File: src/rtl/legv8_control_fsm_if.sv
// Control-word bundle between the LEGv8 multi-cycle control unit and dataPath_core.
// The control unit drives the control word; the datapath returns IR_out and status.
interface legv8_control_fsm_if;
    logic [31:0] IR_out;
    logic [3:0]  status;

    logic        w_reg;
    logic        C0;
    logic        mem_cs;
    logic        mem_write_en;
    logic        IR_load;
    logic        status_load;
    logic        B_Sel;
    logic        PC_sel;
    logic        add_tri_sel;
    logic [1:0]  data_tri_sel;
    logic [1:0]  PC_FS;
    logic [4:0]  FS;
    logic [1:0]  size;
    logic [4:0]  SA;
    logic [4:0]  SB;
    logic [4:0]  DA;
    logic [31:0] k;
    logic [2:0]  state;
    logic        halted;

    // Control unit side
    modport master (
        input  IR_out, status,
        output w_reg, C0, mem_cs, mem_write_en, IR_load, status_load, B_Sel, PC_sel,
               add_tri_sel, data_tri_sel, PC_FS, FS, size, SA, SB, DA, k, state, halted
    );

    // Datapath side
    modport slave (
        output IR_out, status,
        input  w_reg, C0, mem_cs, mem_write_en, IR_load, status_load, B_Sel, PC_sel,
               add_tri_sel, data_tri_sel, PC_FS, FS, size, SA, SB, DA, k, state, halted
    );
endinterface

File: src/rtl/legv8_control_fsm.sv
// Multi-cycle Moore control unit for the LEGv8 dataPath_core: fetch, decode and execute
// of ADD, SUB, ADDI, LDUR, STUR, B and CBZ; any other opcode parks the machine in S_HALT.
module legv8_control_fsm (
    input  logic                  clock,
    input  logic                  reset,
    legv8_control_fsm_if.master   ctrl
);
    localparam logic [4:0] FS_ADD = 5'b01000;
    localparam logic [4:0] FS_SUB = 5'b01001;
    localparam int         Z_BIT  = 0;

    typedef enum logic [2:0] {
        S_FETCH  = 3'd0,
        S_DECODE = 3'd1,
        S_EXEC   = 3'd2,
        S_MEM    = 3'd3,
        S_BR     = 3'd4,
        S_CBZ1   = 3'd5,
        S_CBZ2   = 3'd6,
        S_HALT   = 3'd7
    } state_t;

    state_t state_reg;
    state_t state_next;

    // ------------------------------------------------------------------
    // Instruction field extraction and opcode match
    // ------------------------------------------------------------------
    logic [31:0] ir;
    logic [4:0]  f_rd;
    logic [4:0]  f_rn;
    logic [4:0]  f_rm;
    logic [31:0] imm12_ext;
    logic [31:0] d_ext;
    logic [31:0] br_k;
    logic [31:0] cb_k;

    logic op_add;
    logic op_sub;
    logic op_addi;
    logic op_ldur;
    logic op_stur;
    logic op_b;
    logic op_cbz;

    assign ir        = ctrl.IR_out;
    assign f_rd      = ir[4:0];
    assign f_rn      = ir[9:5];
    assign f_rm      = ir[20:16];
    assign imm12_ext = {20'd0, ir[21:10]};
    assign d_ext     = {{23{ir[20]}}, ir[20:12]};

    // Branch offsets are word-scaled; the -4 undoes the PC+4 already done in S_FETCH.
    assign br_k = {{4{ir[25]}},  ir[25:0], 2'b00} - 32'd4;
    assign cb_k = {{11{ir[23]}}, ir[23:5], 2'b00} - 32'd4;

    assign op_add  = (ir[31:21] == 11'b10001011000);
    assign op_sub  = (ir[31:21] == 11'b11001011000);
    assign op_addi = (ir[31:22] == 10'b1001000100);
    assign op_ldur = (ir[31:21] == 11'b11111000010);
    assign op_stur = (ir[31:21] == 11'b11111000000);
    assign op_b    = (ir[31:26] == 6'b000101);
    assign op_cbz  = (ir[31:24] == 8'b10110100);

    // Only the zero flag steers the sequence; the other flags are ignored here.
    logic unused_status;
    assign unused_status = ^ctrl.status[3:1];

    // ------------------------------------------------------------------
    // State register
    // ------------------------------------------------------------------
    always_ff @(posedge clock or posedge reset) begin
        if (reset) begin
            state_reg <= S_FETCH;
        end else begin
            state_reg <= state_next;
        end
    end

    // ------------------------------------------------------------------
    // Next-state logic
    // ------------------------------------------------------------------
    always_comb begin
        state_next = state_reg;
        case (state_reg)
            S_FETCH:  state_next = S_DECODE;
            S_DECODE: begin
                if (op_add || op_sub || op_addi) begin
                    state_next = S_EXEC;
                end else if (op_ldur || op_stur) begin
                    state_next = S_MEM;
                end else if (op_b) begin
                    state_next = S_BR;
                end else if (op_cbz) begin
                    state_next = S_CBZ1;
                end else begin
                    state_next = S_HALT;
                end
            end
            S_EXEC:   state_next = S_FETCH;
            S_MEM:    state_next = S_FETCH;
            S_BR:     state_next = S_FETCH;
            S_CBZ1:   state_next = S_CBZ2;
            S_CBZ2:   state_next = S_FETCH;
            S_HALT:   state_next = S_HALT;
            default:  state_next = S_FETCH;
        endcase
    end

    // ------------------------------------------------------------------
    // Control word
    // ------------------------------------------------------------------
    logic        w_reg;
    logic        c0;
    logic        mem_cs;
    logic        mem_write_en;
    logic        ir_load;
    logic        status_load;
    logic        b_sel;
    logic        pc_sel;
    logic        add_tri_sel;
    logic [1:0]  data_tri_sel;
    logic [1:0]  pc_fs;
    logic [4:0]  fs;
    logic [4:0]  sa;
    logic [4:0]  sb;
    logic [4:0]  da;
    logic [31:0] k;
    logic        halted;

    always_comb begin
        w_reg        = 1'b0;
        c0           = 1'b0;
        mem_cs       = 1'b0;
        mem_write_en = 1'b0;
        ir_load      = 1'b0;
        status_load  = 1'b0;
        b_sel        = 1'b0;
        pc_sel       = 1'b0;
        add_tri_sel  = 1'b1;
        data_tri_sel = 2'd0;
        pc_fs        = 2'b00;
        fs           = FS_ADD;
        sa           = 5'd0;
        sb           = 5'd0;
        da           = 5'd0;
        k            = 32'd0;
        halted       = 1'b0;

        case (state_reg)
            S_FETCH: begin
                add_tri_sel  = 1'b1;
                mem_cs       = 1'b1;
                data_tri_sel = 2'd3;
                ir_load      = 1'b1;
                pc_fs        = 2'b01;
            end
            S_EXEC: begin
                sa           = f_rn;
                sb           = f_rm;
                da           = f_rd;
                w_reg        = 1'b1;
                data_tri_sel = 2'd0;
                if (op_sub) begin
                    fs = FS_SUB;
                    c0 = 1'b1;
                end else if (op_addi) begin
                    b_sel = 1'b1;
                    k     = imm12_ext;
                end
            end
            S_MEM: begin
                // Address is always Rn + sext(D); only the data path differs.
                sa          = f_rn;
                b_sel       = 1'b1;
                k           = d_ext;
                add_tri_sel = 1'b0;
                mem_cs      = 1'b1;
                if (op_stur) begin
                    sb           = f_rd;
                    data_tri_sel = 2'd1;
                    mem_write_en = 1'b1;
                end else begin
                    data_tri_sel = 2'd3;
                    da           = f_rd;
                    w_reg        = 1'b1;
                end
            end
            S_BR: begin
                pc_fs  = 2'b11;
                pc_sel = 1'b1;
                k      = br_k;
            end
            S_CBZ1: begin
                // Pass Rt through the ALU (Rt + 0) just to refresh the zero flag.
                sa          = f_rd;
                b_sel       = 1'b1;
                status_load = 1'b1;
            end
            S_CBZ2: begin
                if (ctrl.status[Z_BIT]) begin
                    pc_fs  = 2'b11;
                    pc_sel = 1'b1;
                    k      = cb_k;
                end
            end
            S_HALT: begin
                halted = 1'b1;
            end
            default: begin
            end
        endcase
    end

    assign ctrl.w_reg        = w_reg;
    assign ctrl.C0           = c0;
    assign ctrl.mem_cs       = mem_cs;
    assign ctrl.mem_write_en = mem_write_en;
    assign ctrl.IR_load      = ir_load;
    assign ctrl.status_load  = status_load;
    assign ctrl.B_Sel        = b_sel;
    assign ctrl.PC_sel       = pc_sel;
    assign ctrl.add_tri_sel  = add_tri_sel;
    assign ctrl.data_tri_sel = data_tri_sel;
    assign ctrl.PC_FS        = pc_fs;
    assign ctrl.FS           = fs;
    assign ctrl.size         = 2'b11;
    assign ctrl.SA           = sa;
    assign ctrl.SB           = sb;
    assign ctrl.DA           = da;
    assign ctrl.k            = k;
    assign ctrl.state        = state_reg;
    assign ctrl.halted       = halted;
endmodule

File: src/flat_wrapper.sv
// flat-port wrapper written by rule: the top's interface ports become plain ports
module legv8_control_fsm_flat 
  (clock, reset, ctrl_IR_out, ctrl_status, ctrl_w_reg, ctrl_C0, ctrl_mem_cs, ctrl_mem_write_en, ctrl_IR_load, ctrl_status_load, ctrl_B_Sel, ctrl_PC_sel, ctrl_add_tri_sel, ctrl_data_tri_sel, ctrl_PC_FS, ctrl_FS, ctrl_size, ctrl_SA, ctrl_SB, ctrl_DA, ctrl_k, ctrl_state, ctrl_halted);
  legv8_control_fsm_if ctrl_i ();
  input  logic clock;
  input  logic reset;
  input wire logic [$bits(ctrl_i.IR_out)-1:0] ctrl_IR_out;
  input wire logic [$bits(ctrl_i.status)-1:0] ctrl_status;
  output wire logic [$bits(ctrl_i.w_reg)-1:0] ctrl_w_reg;
  output wire logic [$bits(ctrl_i.C0)-1:0] ctrl_C0;
  output wire logic [$bits(ctrl_i.mem_cs)-1:0] ctrl_mem_cs;
  output wire logic [$bits(ctrl_i.mem_write_en)-1:0] ctrl_mem_write_en;
  output wire logic [$bits(ctrl_i.IR_load)-1:0] ctrl_IR_load;
  output wire logic [$bits(ctrl_i.status_load)-1:0] ctrl_status_load;
  output wire logic [$bits(ctrl_i.B_Sel)-1:0] ctrl_B_Sel;
  output wire logic [$bits(ctrl_i.PC_sel)-1:0] ctrl_PC_sel;
  output wire logic [$bits(ctrl_i.add_tri_sel)-1:0] ctrl_add_tri_sel;
  output wire logic [$bits(ctrl_i.data_tri_sel)-1:0] ctrl_data_tri_sel;
  output wire logic [$bits(ctrl_i.PC_FS)-1:0] ctrl_PC_FS;
  output wire logic [$bits(ctrl_i.FS)-1:0] ctrl_FS;
  output wire logic [$bits(ctrl_i.size)-1:0] ctrl_size;
  output wire logic [$bits(ctrl_i.SA)-1:0] ctrl_SA;
  output wire logic [$bits(ctrl_i.SB)-1:0] ctrl_SB;
  output wire logic [$bits(ctrl_i.DA)-1:0] ctrl_DA;
  output wire logic [$bits(ctrl_i.k)-1:0] ctrl_k;
  output wire logic [$bits(ctrl_i.state)-1:0] ctrl_state;
  output wire logic [$bits(ctrl_i.halted)-1:0] ctrl_halted;
  assign ctrl_i.IR_out = ctrl_IR_out;
  assign ctrl_i.status = ctrl_status;
  assign ctrl_w_reg = ctrl_i.w_reg;
  assign ctrl_C0 = ctrl_i.C0;
  assign ctrl_mem_cs = ctrl_i.mem_cs;
  assign ctrl_mem_write_en = ctrl_i.mem_write_en;
  assign ctrl_IR_load = ctrl_i.IR_load;
  assign ctrl_status_load = ctrl_i.status_load;
  assign ctrl_B_Sel = ctrl_i.B_Sel;
  assign ctrl_PC_sel = ctrl_i.PC_sel;
  assign ctrl_add_tri_sel = ctrl_i.add_tri_sel;
  assign ctrl_data_tri_sel = ctrl_i.data_tri_sel;
  assign ctrl_PC_FS = ctrl_i.PC_FS;
  assign ctrl_FS = ctrl_i.FS;
  assign ctrl_size = ctrl_i.size;
  assign ctrl_SA = ctrl_i.SA;
  assign ctrl_SB = ctrl_i.SB;
  assign ctrl_DA = ctrl_i.DA;
  assign ctrl_k = ctrl_i.k;
  assign ctrl_state = ctrl_i.state;
  assign ctrl_halted = ctrl_i.halted;
  legv8_control_fsm u_core (.clock(clock), .reset(reset), .ctrl(ctrl_i));
endmodule
File: config.mk
export PLATFORM = sky130hd
export DESIGN_NAME = legv8_control_fsm_flat
export DESIGN_NICKNAME = d
export VERILOG_FILES = /design/src/rtl/legv8_control_fsm_if.sv /design/src/rtl/legv8_control_fsm.sv /design/src/flat_wrapper.sv
export SDC_FILE = /design/constraint.sdc
export NUM_CORES = 1
export LEC_CHECK = 0
export CAP_MARGIN = 20
export CORE_ASPECT_RATIO = 2
export CORE_MARGIN = 2
export CORE_UTILIZATION = 35
export CTS_CLUSTER_DIAMETER = 80
export DETAILED_ROUTE_END_ITERATION = 10
export PLACE_DENSITY = 0.85
export SLEW_MARGIN = 25
export SYNTH_ARGS = -nofsm -noshare
export SYNTH_HDL_FRONTEND = slang
export SYNTH_SLANG_ARGS = --single-unit
File: constraint.sdc
create_clock -name clock -period 2.6 [get_ports clock]
set_input_delay 0.65 -clock clock [delete_from_list [all_inputs] [get_ports clock]]
set_output_delay 0.65 -clock clock [all_outputs]
set_load 0.1 [all_outputs]
==> impl_metrics.toml, run 1 <==
[yosys]
synthCells = 296
synth-edff-count = 0
syn_area_per_cell_um2 = 7.24
synth-seq-area-share_pct = 3.50
mappedNetlistArea_um2 = 2140
yosysWarnings = 0
synth.distinct_cells = 64
ys_async_sr_fraction_pct = 100
ys.flop_type = "dfrtp_1"
ys_ff_latch = 3

[outcome]
error = "[ERROR DPL-0033] detailed placement checks failed during check placement."
haltStage = "4_1_cts"
status = "stopped before the end"

[placed_design]
gp_congestion = 0.925
dp_hpwl_mm = 9.33
pre_cts_ws_ns = -0.966
io_buffers = 99
placed_area_um2 = 5120

[floorplan]
io_pins = 109
start_util_pct = 36.0
die_w_um = 59.3
core.rowCount = 40
die_y_um = 115

[clocking]
cts_setup_buffers = 37
numCtsBuffers = 3
cts_sinks = 3
ctsHoldBuffers = 0
post_cts_resized = 194
cts_htree_levels = 1
cts_root_buffer = "clkbuf_16"
clockBufferDepth = 2
==> synthesized netlist by cell type, types with 3 or more instances <==
cell type / instances / area, um^2
nor2_1: 27 / 101
xnor2_1: 28 / 245
o221ai_1: 5 / 43.8
dfrtp_1: 3 / 75.1
nor4b_1: 3 / 26.3
o211ai_1: 7 / 52.6
o21ai_2: 6 / 52.6
nand2_2: 3 / 18.8
buf_2: 7 / 35.0
clkbuf_8: 3 / 41.3
nor4_4: 3 / 63.8
xor2_1: 8 / 70.1
a22o_1: 9 / 78.8
clkbuf_1: 8 / 30.0
a21oi_1: 6 / 30.0
nand4_1: 6 / 37.5
buf_6: 5 / 56.3
nand3_1: 11 / 55.1
buf_4: 15 / 113
o21ai_1: 5 / 25.0
nor3_2: 6 / 60.1
nor4_2: 4 / 50.1
nor4_1: 3 / 18.8
nor3_1: 9 / 45.0
a22oi_1: 5 / 37.5
inv_1: 11 / 41.3
a21o_1: 5 / 37.5
nor2b_1: 3 / 18.8
nand2_1: 35 / 131
==> kinds of logic after synthesis <==
kind of cell    synth area share, %
compound gates                 22.6
xor+xnor                       14.7
fa+ha+maj                      1.17
buf+inv                        15.1
flops                          3.50
mux                           0.467
other cells                   0.351
simple gates                   42.1
==> metrics by stage <==
step           util, %  TNS [ns]  cells
3_5_place_dp      85.9    -32.86    538
3_3_place_gp      85.9    -29.00    538
2_1_floorplan        -    -21.59    300
==> run 2, diff against run 1 <==
CORE_ASPECT_RATIO = not set   (was 2)
CORE_UTILIZATION = 20   (was 35)
CTS_CLUSTER_DIAMETER = not set   (was 80)
PLACE_DENSITY = not set   (was 0.85)
PLACE_DENSITY_LB_ADDON = 0.15   (was not set)
clock period = 3.4 ns   (was 2.6 ns; I/O delays follow)
==> impl_metrics.toml, run 2 <==
[outcome]
status = "complete, but fails checks"
violations = "setup timing"

[critical_path]
crit_required_ns = 2.55
startpoint_type = "input port"
critPathKind = "in2out"
cp_max_fo = 5
cp.arrival_ns = 2.60
end_kind = "output port"

[power]
power_density_nw_per_um2 = 894
intPower_mw = 1.63
p_total_mw = 4.71
swShare_pct = 65.4
ir_worst_vdd_uv = 1120
power_switching_mw = 3.08
power.static_leakage_nw = 2.29
pwr-share-clk_pct = 2.2
power_frac_comb_pct = 94.9
seq_power_share_pct = 2.9

[yosys]
yosysWarnings = 0
synthMuxAreaShare_pct = 0.467
synthTopCellsByCount = "nand2_1, xnor2_1, nor2_1"
ys_async_sr_fraction_pct = 100
synth.top_cells.by_area = "xnor2_1, nand2_1, buf_4"
synthCells = 296
mappedNetlistArea_um2 = 2140
syn_area_per_cell_um2 = 7.24
synth_top_family_by_area = "simple AND/OR/NAND/NOR gates"
yosys.area_share.simple_pct = 42.1
synth-seq-area-share_pct = 3.50
synth_fa_ha_area_share_pct = 1.17
ys.flop_type = "dfrtp_1"
synth_area_leader_cell = "xnor2_1"
synth-compound-area-share_pct = 22.6
synth.top_cell.area_share_pct = 11.4
synthXorXnorAreaFrac_pct = 14.7
synth-edff-count = 0
yosysMostFrequentCell = "nand2_1"
synth.distinct_cells = 64
ys_ff_latch = 3

[final_layout]
finish.utilization_pct = 50.7
fillers = 960
final_cell_mix = "buf_4, buf_12, nand2_1, xnor2_1, nor2_1"
largest_reg_flops = 3
final_common_cell = "buf_4"
drive_gt1_share_pct = 66.7
multi_input_area_um2 = 2350
seqCellArea_um2 = 86.3
syn_to_final_growth_pct = 146
nNetsFinal = 525
n_antenna_cell = 0
stdcell_area_um2 = 5260

[clocking]
clk_latency_ns = 0.21
clkSlewWorstSetupHoldPaths_ns = 0.03
ctsHoldBuffers = 0
cts_root_buffer = "clkbuf_8"
clockBufferDepth = 2
cts_tree = "done"
cts_htree_levels = 1
numCtsBuffers = 3
cts_sinks = 3

[route]
first_pass_iters = 4
drtIter0Drc = 129
num_vias = 2926
wl_mm = 10.2
viasPerCell = 4.72
route.detailed.drc = 0
wl_per_cell_um = 16.4
final_antenna_net_count = 0

[sta]
min_period_over_period_pct = 101
setup_viol = 2
rsz0062_at_grt = "yes"
tightest_slew_ns = 0.786
hold_viol_final = 0
finClkSkew_ns = 0.00169
max-slew-margin-rel_pct = 47.5
max_freq_ghz = 0.290
setup_ws_ns = -0.0464
slew_violations = 0
finalCriticalPeriod_ns = 3.45

[global_routing]
grt_pass1_wl_mm = 16.4
grt_max_degree = 18
antenna_found_initial = 0
grt.total_usage_pct = 17.8
overflow = 0
grt_pass1_vias = 3087

[placed_design]
pre_cts_ws_ns = -0.508
placed_area_um2 = 4780
gp_congestion = 0.865
io_buffers = 99
dp_hpwl_mm = 8.14

[worst_hold_path]
hp-class = "reg2reg"

[floorplan]
design.core.area_um2 = 10400
core.rowCount = 37
start_util_pct = 20.7
die_w_um = 107
dieArea_um2 = 11600
die_y_um = 107
io_pins = 109

[flow_run]
max-cap-violations = 0
## run 2: cell counts after synthesis
Identical to the previous run, type by type.
## run 2: per-layer routing
| metal | track usage (%) | wire length [um] | part of all wire (%) | vias up |
|---|---|---|---|---|
| li1 | - | - | - | 1427 |
| met4 | 3.21 | 95 | 0.93 | 0 |
| met1 | 24.6 | 4550 | 45 | 1385 |
| met3 | 2.24 | 639 | 6.3 | 6 |
| met2 | 29.6 | 4900 | 48 | 108 |
| met5 | 0 | 0 | 0 | - |
## run 2: logic make-up after synthesis
logic type / after synthesis
and+or+nand+nor: 138
AOI/OAI and AO/OA: 63
buffers and inverters: 51
xor gates and xnor gates: 36
DFF: 3
adders and majority gates: 2
other: 2
muxes: 1
## run 2: final cells by class
| type | count | share of cell area, % |
|---|---|---|
| inverter | 12 | 1.52 |
| sequential | 3 | 1.64 |
| tap | 136 | 3.23 |
| timing repair buffer | 219 | 48.1 |
| clock buffer | 4 | 0.856 |
| multi-input combinational | 246 | 44.7 |
## run 2: power groups by stage
stage	registers, mW	clock network [mW]	logic (mW)
after floorplan	0.211	0	2.89
after global placement	0.135	0	4.42
after detailed placement	0.135	0	4.43
after CTS	0.135	0.104	4.48
after global routing	0.141	0.109	4.60
final	0.136	0.102	4.47
## run 2: timing repair
| item | 4_1_cts | 5_1_grt |
|---|---|---|
| pin swaps | 31 | 46 |
| setup buffers | 19 | 7 |
| gates resized for setup | 108 | 59 |
| endpoints found under the setup margin | 48 | 43 |
## run 2: metrics by stage
step | instances | TNS [ns] | hold slack [ns]
after global placement | 595 | -11.89 | 0.646
final | 620 | -0.0639 | 0.650
after floorplan | 300 | -8.23 | 0.604
after detailed placement | 595 | -12.24 | 0.649
after CTS | 617 | -0.486 | 0.651
after global routing | 620 | -0.485 | 0.686
## run 2: worst paths after layout
path	cells past startpoint	slack (ns)	start	to
worst max-delay path	9	-0.05	ctrl_IR_out[13]	ctrl_k[18]
worst min-delay path	1	0.65	u_core.ctrl.state[2]	u_core.ctrl.state[0]
worst max register to register	3	2.36	u_core.ctrl.state[0]	u_core.ctrl.state[0]
worst min register to register	1	0.65	u_core.ctrl.state[2]	u_core.ctrl.state[0]
max in group asynchronous	2	2.46	reset	u_core.ctrl.state[2]
min in group asynchronous	2	0.80	reset	u_core.ctrl.state[0]
## run 2: critical path, cell delays in order
cell	delay, ns
buf_8	0.10
buf_6	0.11
nor4_4	0.39
nand4_4	0.24
buf_6	0.20
nor2_4	0.10
xnor2_1	0.08
o211ai_1	0.26
clkbuf_16	0.26
Power figures use the tool's default switching activity.
